File: config.mk
export PLATFORM = sky130hd
export DESIGN_NAME = sprot_tx_flat
export DESIGN_NICKNAME = d
export VERILOG_FILES = /design/src/rtl/sprot_pkg.sv /design/src/rtl/sprot_tx_if.sv /design/src/rtl/sprot_rsp_timer.sv /design/src/rtl/sprot_tx.sv /design/src/flat_wrapper.sv
export SDC_FILE = /design/constraint.sdc
export NUM_CORES = 1
export LEC_CHECK = 0
export ABC_CLOCK_PERIOD_IN_PS = 3500
export CAP_MARGIN = 15
export CORE_AREA = 2 2 70 72
export DETAILED_ROUTE_END_ITERATION = 16
export DIE_AREA = 0 0 72 74
export PLACE_DENSITY = 0.84
export SLEW_MARGIN = 20
export SYNTH_ARGS = -nofsm -noshare
export SYNTH_HDL_FRONTEND = slang
export SYNTH_SLANG_ARGS = --single-unit
export TNS_END_PERCENT = 50
File: constraint.sdc
create_clock -name clk -period 3.5 [get_ports clk]
set_input_delay 1.05 -clock clk [delete_from_list [all_inputs] [get_ports clk]]
set_output_delay 1.05 -clock clk [all_outputs]
set_load 0.02 [all_outputs]
File: src/rtl/sprot_pkg.sv
// Shared types for the start/a/b protocol: fault-injection modes, transmitter
// states, the completion record, and helpers for deciding which phases to drop.
package sprot_pkg;
  typedef enum bit [1:0] {NORMAL = 2'd0, DROP_A = 2'd1, DROP_B = 2'd2, DROP_AB = 2'd3} sprot_err_mode_t;
  typedef enum bit [2:0] {TX_IDLE, TX_START, TX_A, TX_B, TX_WAIT, TX_GAP} sprot_tx_fsm_t;

  typedef struct packed {
    logic done;
    logic err;
    logic timeout;
  } sprot_rsp_t;

  localparam int TMR_W = 8;

  function automatic logic drop_a(sprot_err_mode_t m);
    return (m == DROP_A) || (m == DROP_AB);
  endfunction

  function automatic logic drop_b(sprot_err_mode_t m);
    return (m == DROP_B) || (m == DROP_AB);
  endfunction
endpackage

File: src/rtl/sprot_tx_if.sv
// Request / protocol / completion bundle of the sprot transmitter.
// master = transmitter side, slave = requester and far-end responder.
interface sprot_tx_if #(parameter int CNT_W = 16);
  logic                      req_valid;
  logic                      req_ready;
  sprot_pkg::sprot_err_mode_t req_mode;
  logic                      start;
  logic                      a;
  logic                      b;
  logic                      xfer_end;
  logic                      prot_err;
  logic                      done;
  logic                      done_err;
  logic                      done_timeout;
  logic                      busy;
  logic [CNT_W-1:0]          xfer_cnt;
  logic [CNT_W-1:0]          err_cnt;

  modport master (
    input  req_valid, req_mode, xfer_end, prot_err,
    output req_ready, start, a, b, done, done_err, done_timeout, busy, xfer_cnt, err_cnt
  );
  modport slave (
    output req_valid, req_mode, xfer_end, prot_err,
    input  req_ready, start, a, b, done, done_err, done_timeout, busy, xfer_cnt, err_cnt
  );
endinterface

File: src/rtl/sprot_rsp_timer.sv
// Loadable down-counter shared by the response timeout and the post-completion gap.
// expire is high while the count sits at zero.
module sprot_rsp_timer import sprot_pkg::*; #(
  parameter int W = TMR_W
) (
  input  logic         clk,
  input  logic         rst_n,
  input  logic         load,
  input  logic [W-1:0] load_val,
  input  logic         dec,
  output logic         expire
);
  logic [W-1:0] cnt_q, cnt_d;

  always_comb begin
    cnt_d = cnt_q;
    if (load)                    cnt_d = load_val;
    else if (dec && cnt_q != '0) cnt_d = cnt_q - 1'b1;
  end

  always_ff @(posedge clk or negedge rst_n) begin
    if (!rst_n) cnt_q <= '0;
    else        cnt_q <= cnt_d;
  end

  assign expire = (cnt_q == '0);
endmodule

File: src/rtl/sprot_tx.sv
// sprot initiator: emits start/a/b on three consecutive cycles per request,
// waits for xfer_end or a timeout, then reports status and holds off for a gap.
module sprot_tx import sprot_pkg::*; #(
  parameter int RSP_TIMEOUT = 8,
  parameter int MIN_GAP     = 2,
  parameter int CNT_W       = 16
) (
  input logic        clk,
  input logic        rst_n,
  sprot_tx_if.master bus
);
  sprot_tx_fsm_t   state_q, state_d;
  sprot_err_mode_t mode_q, mode_d;
  logic            start_q, start_d, a_q, a_d, b_q, b_d;
  sprot_rsp_t      rsp_q, rsp_d;
  logic [CNT_W-1:0] xfer_cnt_q, xfer_cnt_d, err_cnt_q, err_cnt_d;
  logic             tmr_load, tmr_dec, tmr_exp;
  logic [TMR_W-1:0] tmr_val;

  sprot_rsp_timer #(.W(TMR_W)) u_tmr (
    .clk      (clk),
    .rst_n    (rst_n),
    .load     (tmr_load),
    .load_val (tmr_val),
    .dec      (tmr_dec),
    .expire   (tmr_exp)
  );

  always_comb begin
    state_d    = state_q;
    mode_d     = mode_q;
    start_d    = 1'b0;
    a_d        = 1'b0;
    b_d        = 1'b0;
    rsp_d      = '0;
    xfer_cnt_d = xfer_cnt_q;
    err_cnt_d  = err_cnt_q;
    tmr_load   = 1'b0;
    tmr_val    = '0;
    tmr_dec    = 1'b0;
    case (state_q)
      TX_IDLE: if (bus.req_valid) begin
        mode_d  = bus.req_mode;
        start_d = 1'b1;
        state_d = TX_START;
      end
      TX_START: begin
        a_d     = !drop_a(mode_q);
        state_d = TX_A;
      end
      TX_A: begin
        b_d     = !drop_b(mode_q);
        state_d = TX_B;
      end
      TX_B: begin
        tmr_load = 1'b1;
        tmr_val  = TMR_W'(RSP_TIMEOUT - 1);
        state_d  = TX_WAIT;
      end
      TX_WAIT: begin
        tmr_dec = 1'b1;
        // xfer_end takes priority over a coincident timeout
        if (bus.xfer_end || tmr_exp) begin
          rsp_d.done    = 1'b1;
          rsp_d.err     = bus.xfer_end & bus.prot_err;
          rsp_d.timeout = !bus.xfer_end;
          xfer_cnt_d    = xfer_cnt_q + 1'b1;
          if (rsp_d.err || rsp_d.timeout) err_cnt_d = err_cnt_q + 1'b1;
          if (MIN_GAP == 0) state_d = TX_IDLE;
          else begin
            tmr_load = 1'b1;
            tmr_val  = TMR_W'(MIN_GAP - 1);
            state_d  = TX_GAP;
          end
        end
      end
      TX_GAP: begin
        tmr_dec = 1'b1;
        if (tmr_exp) state_d = TX_IDLE;
      end
      default: state_d = TX_IDLE;
    endcase
  end

  always_ff @(posedge clk or negedge rst_n) begin
    if (!rst_n) begin
      state_q    <= TX_IDLE;
      mode_q     <= NORMAL;
      start_q    <= 1'b0;
      a_q        <= 1'b0;
      b_q        <= 1'b0;
      rsp_q      <= '0;
      xfer_cnt_q <= '0;
      err_cnt_q  <= '0;
    end else begin
      state_q    <= state_d;
      mode_q     <= mode_d;
      start_q    <= start_d;
      a_q        <= a_d;
      b_q        <= b_d;
      rsp_q      <= rsp_d;
      xfer_cnt_q <= xfer_cnt_d;
      err_cnt_q  <= err_cnt_d;
    end
  end

  // gated by rst_n so the handshake stays closed while reset is held
  assign bus.req_ready    = rst_n & (state_q == TX_IDLE);
  assign bus.busy         = (state_q != TX_IDLE);
  assign bus.start        = start_q;
  assign bus.a            = a_q;
  assign bus.b            = b_q;
  assign bus.done         = rsp_q.done;
  assign bus.done_err     = rsp_q.err;
  assign bus.done_timeout = rsp_q.timeout;
  assign bus.xfer_cnt     = xfer_cnt_q;
  assign bus.err_cnt      = err_cnt_q;
endmodule
File: src/flat_wrapper.sv
// flat-port wrapper written by rule: the top's interface ports become plain ports
module sprot_tx_flat import sprot_pkg::*;
#(
  parameter int RSP_TIMEOUT = 8,
  parameter int MIN_GAP     = 2,
  parameter int CNT_W       = 16
)
  (clk, rst_n, bus_req_valid, bus_req_mode, bus_xfer_end, bus_prot_err, bus_req_ready, bus_start, bus_a, bus_b, bus_done, bus_done_err, bus_done_timeout, bus_busy, bus_xfer_cnt, bus_err_cnt);
  sprot_tx_if #(.CNT_W(CNT_W)) bus_i ();
  input logic clk;
  input logic rst_n;
  input wire logic [$bits(bus_i.req_valid)-1:0] bus_req_valid;
  input wire logic [$bits(bus_i.req_mode)-1:0] bus_req_mode;
  input wire logic [$bits(bus_i.xfer_end)-1:0] bus_xfer_end;
  input wire logic [$bits(bus_i.prot_err)-1:0] bus_prot_err;
  output wire logic [$bits(bus_i.req_ready)-1:0] bus_req_ready;
  output wire logic [$bits(bus_i.start)-1:0] bus_start;
  output wire logic [$bits(bus_i.a)-1:0] bus_a;
  output wire logic [$bits(bus_i.b)-1:0] bus_b;
  output wire logic [$bits(bus_i.done)-1:0] bus_done;
  output wire logic [$bits(bus_i.done_err)-1:0] bus_done_err;
  output wire logic [$bits(bus_i.done_timeout)-1:0] bus_done_timeout;
  output wire logic [$bits(bus_i.busy)-1:0] bus_busy;
  output wire logic [$bits(bus_i.xfer_cnt)-1:0] bus_xfer_cnt;
  output wire logic [$bits(bus_i.err_cnt)-1:0] bus_err_cnt;
  assign bus_i.req_valid = bus_req_valid;
  assign bus_i.req_mode = bus_req_mode;
  assign bus_i.xfer_end = bus_xfer_end;
  assign bus_i.prot_err = bus_prot_err;
  assign bus_req_ready = bus_i.req_ready;
  assign bus_start = bus_i.start;
  assign bus_a = bus_i.a;
  assign bus_b = bus_i.b;
  assign bus_done = bus_i.done;
  assign bus_done_err = bus_i.done_err;
  assign bus_done_timeout = bus_i.done_timeout;
  assign bus_busy = bus_i.busy;
  assign bus_xfer_cnt = bus_i.xfer_cnt;
  assign bus_err_cnt = bus_i.err_cnt;
  sprot_tx #(.RSP_TIMEOUT(RSP_TIMEOUT), .MIN_GAP(MIN_GAP), .CNT_W(CNT_W)) u_core (.clk(clk), .rst_n(rst_n), .bus(bus_i));
endmodule
### Word level (Yosys, flattened, before mapping)

Cells that the tools add are included.

* bits in registers: 51
* input port bits: 7

* add/sub/neg operators: 3
* eq/ne operators: 11
* multiplexer cells: 17
* bitwise logic cells: 2
* reductions and logical operators: 18

Operators by type and width (number)
* $add A16 B1 Y16 const B: 2
* $pmux W3 S6: 1
* $mux W8: 2
* $pmux W8 S2: 1
* $mux W3: 5
* $logic_not A8 Y1: 1
* $reduce_bool A8 Y1: 1
* $sub A8 B1 Y8 const B: 1
* $mux W1: 7
* $eq A3 B2 Y1 const B: 2
* $eq A3 B3 Y1 const B: 2
* $reduce_and A3 Y1: 2
* $eq A2 B2 Y1 const B: 2
* $logic_or A1 B1 Y1: 4
* $ne A2 B1 Y1 const B: 2
* $reduce_and A2 Y1: 2
* $eq A3 B1 Y1 const B: 1
* $logic_not A1 Y1: 3
* $logic_not A3 Y1: 1
* $reduce_bool A3 Y1: 1
* $and A1 B1 Y1: 2
* $eq A2 B1 Y1 const B: 1
* $ne A2 B2 Y1 const B: 1
* $pmux W1 S2: 1
* other kinds (3): 3

### Logic depth before layout (Yosys ltp)

* depth after elaboration: 6
* gate-level depth with buffers: 7

### By module

From an unflattened synthesis, not the netlist that was laid out.

* cell total of the unflattened synthesis: 220
* area total of the unflattened synthesis: 2439.8 µm²

By module, submodules not included
* sprot_tx: times used 1, cells an instance 162, area each 1911.8 µm², seq. area each 1076.0 µm²
* sprot_rsp_timer: times used 1, cells an instance 58, area each 528.0 µm², seq. area each 200.2 µm²

### Least setup slack after synthesis

OpenSTA, ideal clock, no wires.

* path kind: input to register
* start point: in bus_xfer_end
* end point: reg u_core.err_cnt_q[4], in the netlist u_core.bus.err_cnt[4]
* arrival time: 2.202 ns
* data required time: 3.369 ns
* path slack: 1.166 ns
* stages on the path: 5
* path buffers: 1
* path through: or4b_1 o21ai_2 buf_2 nand4_1 xnor2_1

* word-level cells in the longest chain between the ends: 3
* elaborated cells between the ends (all ways): 5
* those cells by class: 1 x bitwise; 4 x reduce/logical

Ends and longest elaborated chain
* from (decl): line flat_wrapper.sv:14 `input wire logic [$bits(bus_i.xfer_end)-1:0] bus_xfer_end;`
* $and A1 B1 Y1 or $logic_not A1 Y1 (tied branches): line sprot_tx.sv:65, sprot_tx.sv:66
* $logic_or A1 B1 Y1: line sprot_tx.sv:68 `if (rsp_d.err || rsp_d.timeout) err_cnt_d = err_cnt_q + 1'b1;`
* $reduce_and A3 Y1 (no line) *
* to (signal assigned): line sprot_tx.sv:103 `err_cnt_q <= err_cnt_d;`
* to (decl): line sprot_tx.sv:16 `logic [CNT_W-1:0] xfer_cnt_q, xfer_cnt_d, err_cnt_q, err_cnt_d;`

Every way passes the cells marked *; elsewhere a longest branch is shown, timed or not.
A chain may end at the register's enable or synchronous reset.

### Worst setup path in the final report

* start point: in rst_n
* end point: out bus_req_ready

* word-level cells in the longest chain between the ends: 1

Ends and longest elaborated chain
* from (decl): line flat_wrapper.sv:11 `input logic rst_n;`
* $and A1 B1 Y1: line sprot_tx.sv:108 `assign bus.req_ready = rst_n & (state_q == TX_IDLE);`
* to (decl): line flat_wrapper.sv:16 `output wire logic [$bits(bus_i.req_ready)-1:0] bus_req_ready;`

Every way passes these cells.

==> results.json <==
{
  "status": "completed",
  "p_leak_nw": 1.32,
  "hold_buffers": 0,
  "syn_area_um2": 2500,
  "ys_warn_count": 0,
  "crit_required_ns": 2.45,
  "timing.rr.start": "u_core.u_tmr.cnt_q[1]",
  "grt_max_degree": 52,
  "setup_violations": 0,
  "drive_gt1_share_pct": 11.9,
  "hold_viol": 0,
  "synth-seq-cells": 51,
  "start_kind": "primary input",
  "dp_slack_ns": 0.405,
  "route.vias.total": 1861,
  "power.switching_mw": 0.812,
  "clockBufferDepth": 2,
  "drt_iter0_drc": 82,
  "clock_latency_ns": 0.30,
  "setup-tns-final_ns": 0,
  "drc": 0,
  "cts_resized": 0,
  "rrSetupSlack_ns": 1.16,
  "hpwl_um": 3650,
  "grt_antenna_before_repair": 0,
  "pwr-share-seq_pct": 43.9,
  "fin_ws_ns": 0.534,
  "cts-root-buf": "clkbuf_8",
  "route.detailed.wl_per_inst_um": 15.5,
  "vias_per_cell": 5.74,
  "syn_inst": 222,
  "power_density_nw_per_um2": 675,
  "die_x_um": 72,
  "ir_drop_v": 0.000432,
  "rsz0062_at_grt": "no",
  "report.final.slew_viol_count": 0,
  "postCtsSetupRepairBufs": 0,
  "crit_path_end_kind": "output port",
  "cts_tree": "done",
  "pwr-share-comb_pct": 38.6,
  "core_area_um2": 4600,
  "numClockSinks": 51,
  "path_class": "primary input to output port",
  "synth_cell_types": 47,
  "ys_seq_area_share_pct": 51.0,
  "wl_um": 5010,
  "h-tree-depth": 2,
  "insertedDiodeCount": 0,
  "fmax_mhz": 337,
  "synth_top_area_share_pct": 51.0,
  "dr.pass1.iters": 4,
  "ys_async_sr_fraction_pct": 100,
  "overflow": 0,
  "cp_data_arrival_time_ns": 1.92,
  "grt_usage_pct": 20.9,
  "fin_cells": 324,
  "internal-power_mw": 1.28,
  "cts_made_buffers": 5,
  "clockPowerShare_pct": 17.5,
  "synth_area_leaders": "dfrtp_1, xnor2_1, xor2_1, nand4_1, nor4b_2",
  "fin_crit_sh_pct": 84.7,
  "critPathLaunch": "rst_n",
  "switching_share_pct": 38.7,
  "slew_headroom_pct": 45.7,
  "place_area_um2": 3000,
  "reg2regPathDepth": 6,
  "min_path_type": "register to register",
  "die_area_um2": 5330,
  "fp.dieH_um": 74,
  "grt_pass1_vias": 1871,
  "grt_pass1_wl_um": 8650,
  "nNetsFinal": 280,
  "areaGrowthSynthToFinish_pct": 24.1,
  "cp_max_fo": 2,
  "fin_hold_ws_ns": 0.434,
  "initial_core_util_pct": 54.4,
  "row_count": 25,
  "syn_nets": 233,
  "synth_area_leader_cell": "dfrtp_1",
  "maxCapViolations": 0,
  "place.gp.congestion": 0.900,
  "max_slew.worst_pin.slew_ns": 0.815,
  "design_area_um2": 3110,
  "endpoint": "bus_req_ready",
  "syn_area_per_cell_um2": 11.3,
  "io_buffers": 46,
  "synthFlopType": "dfrtp_1",
  "r2r-end": "u_core.bus.xfer_cnt[1]",
  "path_clk_slew_ns": 0.09,
  "finClkSkew_ns": 0.00400,
  "drtAntennaViolNets": 0,
  "pin_count": 47,
  "dp.cells": 316,
  "timing.final.crit_period_ns": 2.97,
  "synth-edff-count": 0
}
## per-layer routing
metal	vias to the layer above	GRT usage [%]	routed length, um
li1	886	-	-
met1	929	26.3	2120
met2	42	37.1	2650
met3	4	4.34	196
met4	0	5.66	52
met5	-	0	0
## power groups by stage
stage               sequential [mW]  clock (mW)  combinational, mW
finish                        0.920       0.367              0.810
global route                  0.948       0.404              0.886
CTS                           0.919       0.381              0.816
detailed placement            0.930           0              0.814
global placement              0.925           0              0.785
floorplan                     0.950           0              0.497
## state kept, by name, indices dropped and copies added, names as in the netlist
signal and count:
u_core.bus.a 1, u_core.bus.b 1, u_core.bus.done 1, u_core.bus.done_err 1
u_core.bus.done_timeout 1, u_core.bus.err_cnt 16, u_core.bus.start 1, u_core.bus.xfer_cnt 16
u_core.mode_q 2, u_core.state_q 3, u_core.u_tmr.cnt_q 8
## area by class of cell
type / instances / area [um2]
Clock inverter: 1 / 7.51
Inverter: 7 / 26.3
Multi-Input combinational cell: 156 / 1160
Fill cell: 363 / 1490
Timing Repair Buffer: 48 / 470
Tap cell: 54 / 67.6
Clock buffer: 7 / 96.3
Sequential cell: 51 / 1280
## cell usage in the layout, fill, tap and decap left out, types with 2 or more instances in the layout
cell type        synthesis  layout
dfrtp_1                 51      51
clkdlybuf4s50_1          0      45
xnor2_1                 19      19
xor2_1                  17      17
nor2_1                  13      13
nand4_1                 12      12
nor3_1                   9       9
nand2_1                  8       8
nand3_1                  8       8
inv_1                    7       7
and3_1                   7       7
clkbuf_8                 0       7
a21oi_1                  6       6
nor4b_2                  5       5
or4_1                    4       4
mux2_2                   4       4
ha_1                     4       4
and2_1                   3       3
nor3b_1                  3       3
nand2b_1                 3       3
or4b_1                   2       2
nor4_1                   2       2
or3_4                    2       2
a2111oi_2                2       2
o21ai_0                  2       2
and4_1                   2       2
buf_4                    0       2
## how the worst min path moves through the flow
stage | start | to | slack [ns] | cells after the start
after floorplan | u_core.mode_q[0] | u_core.bus.a | 0.40 | 1
after global placement | u_core.mode_q[0] | u_core.bus.a | 0.42 | 1
after detailed placement | u_core.mode_q[0] | u_core.bus.a | 0.43 | 1
after CTS | u_core.mode_q[0] | u_core.bus.a | 0.44 | 1
after global routing | u_core.mode_q[0] | u_core.bus.a | 0.45 | 1
final | u_core.mode_q[0] | u_core.bus.a | 0.43 | 1
## cell usage after synthesis (all sizes together) (3+ instances only)
master and instances:
or3 3, nand3 8, nor2 13, nor4 3, and3 7, nand4 12
inv 7, nor3b 4, or4 4, xnor2 19, and2 3, o21ai 4
xor2 17, clkbuf 5, buf 3, nor4b 6, dfrtp 51, mux2 4
nand2 8, nor3 9, nand2b 3, ha 4, a21oi 7
## critical path, cell delays in order
cell,delay (ns)
buf_2,0.13
and2_1,0.13
clkdlybuf4s50_1,0.60
## metrics by stage
step | utilization, % | power [mW]
6_report | 67.6 | 2.10
2_1_floorplan | - | 1.45
5_1_grt | 67.6 | 2.24
3_5_place_dp | 65.3 | 1.74
3_3_place_gp | 65.3 | 1.71
4_1_cts | 67.6 | 2.12
## logic make-up after synthesis
logic type      after synthesis  synth area share (%)
flops                        51                  51.0
compound gates               19                  5.55
fa+ha+maj                     4                  2.00
mux                           4                  1.80
buf+inv                      15                  2.60
simple gates                 93                  24.5
xor+xnor                     36                  12.6
No activity file was read; power rests on OpenSTA's default activity.
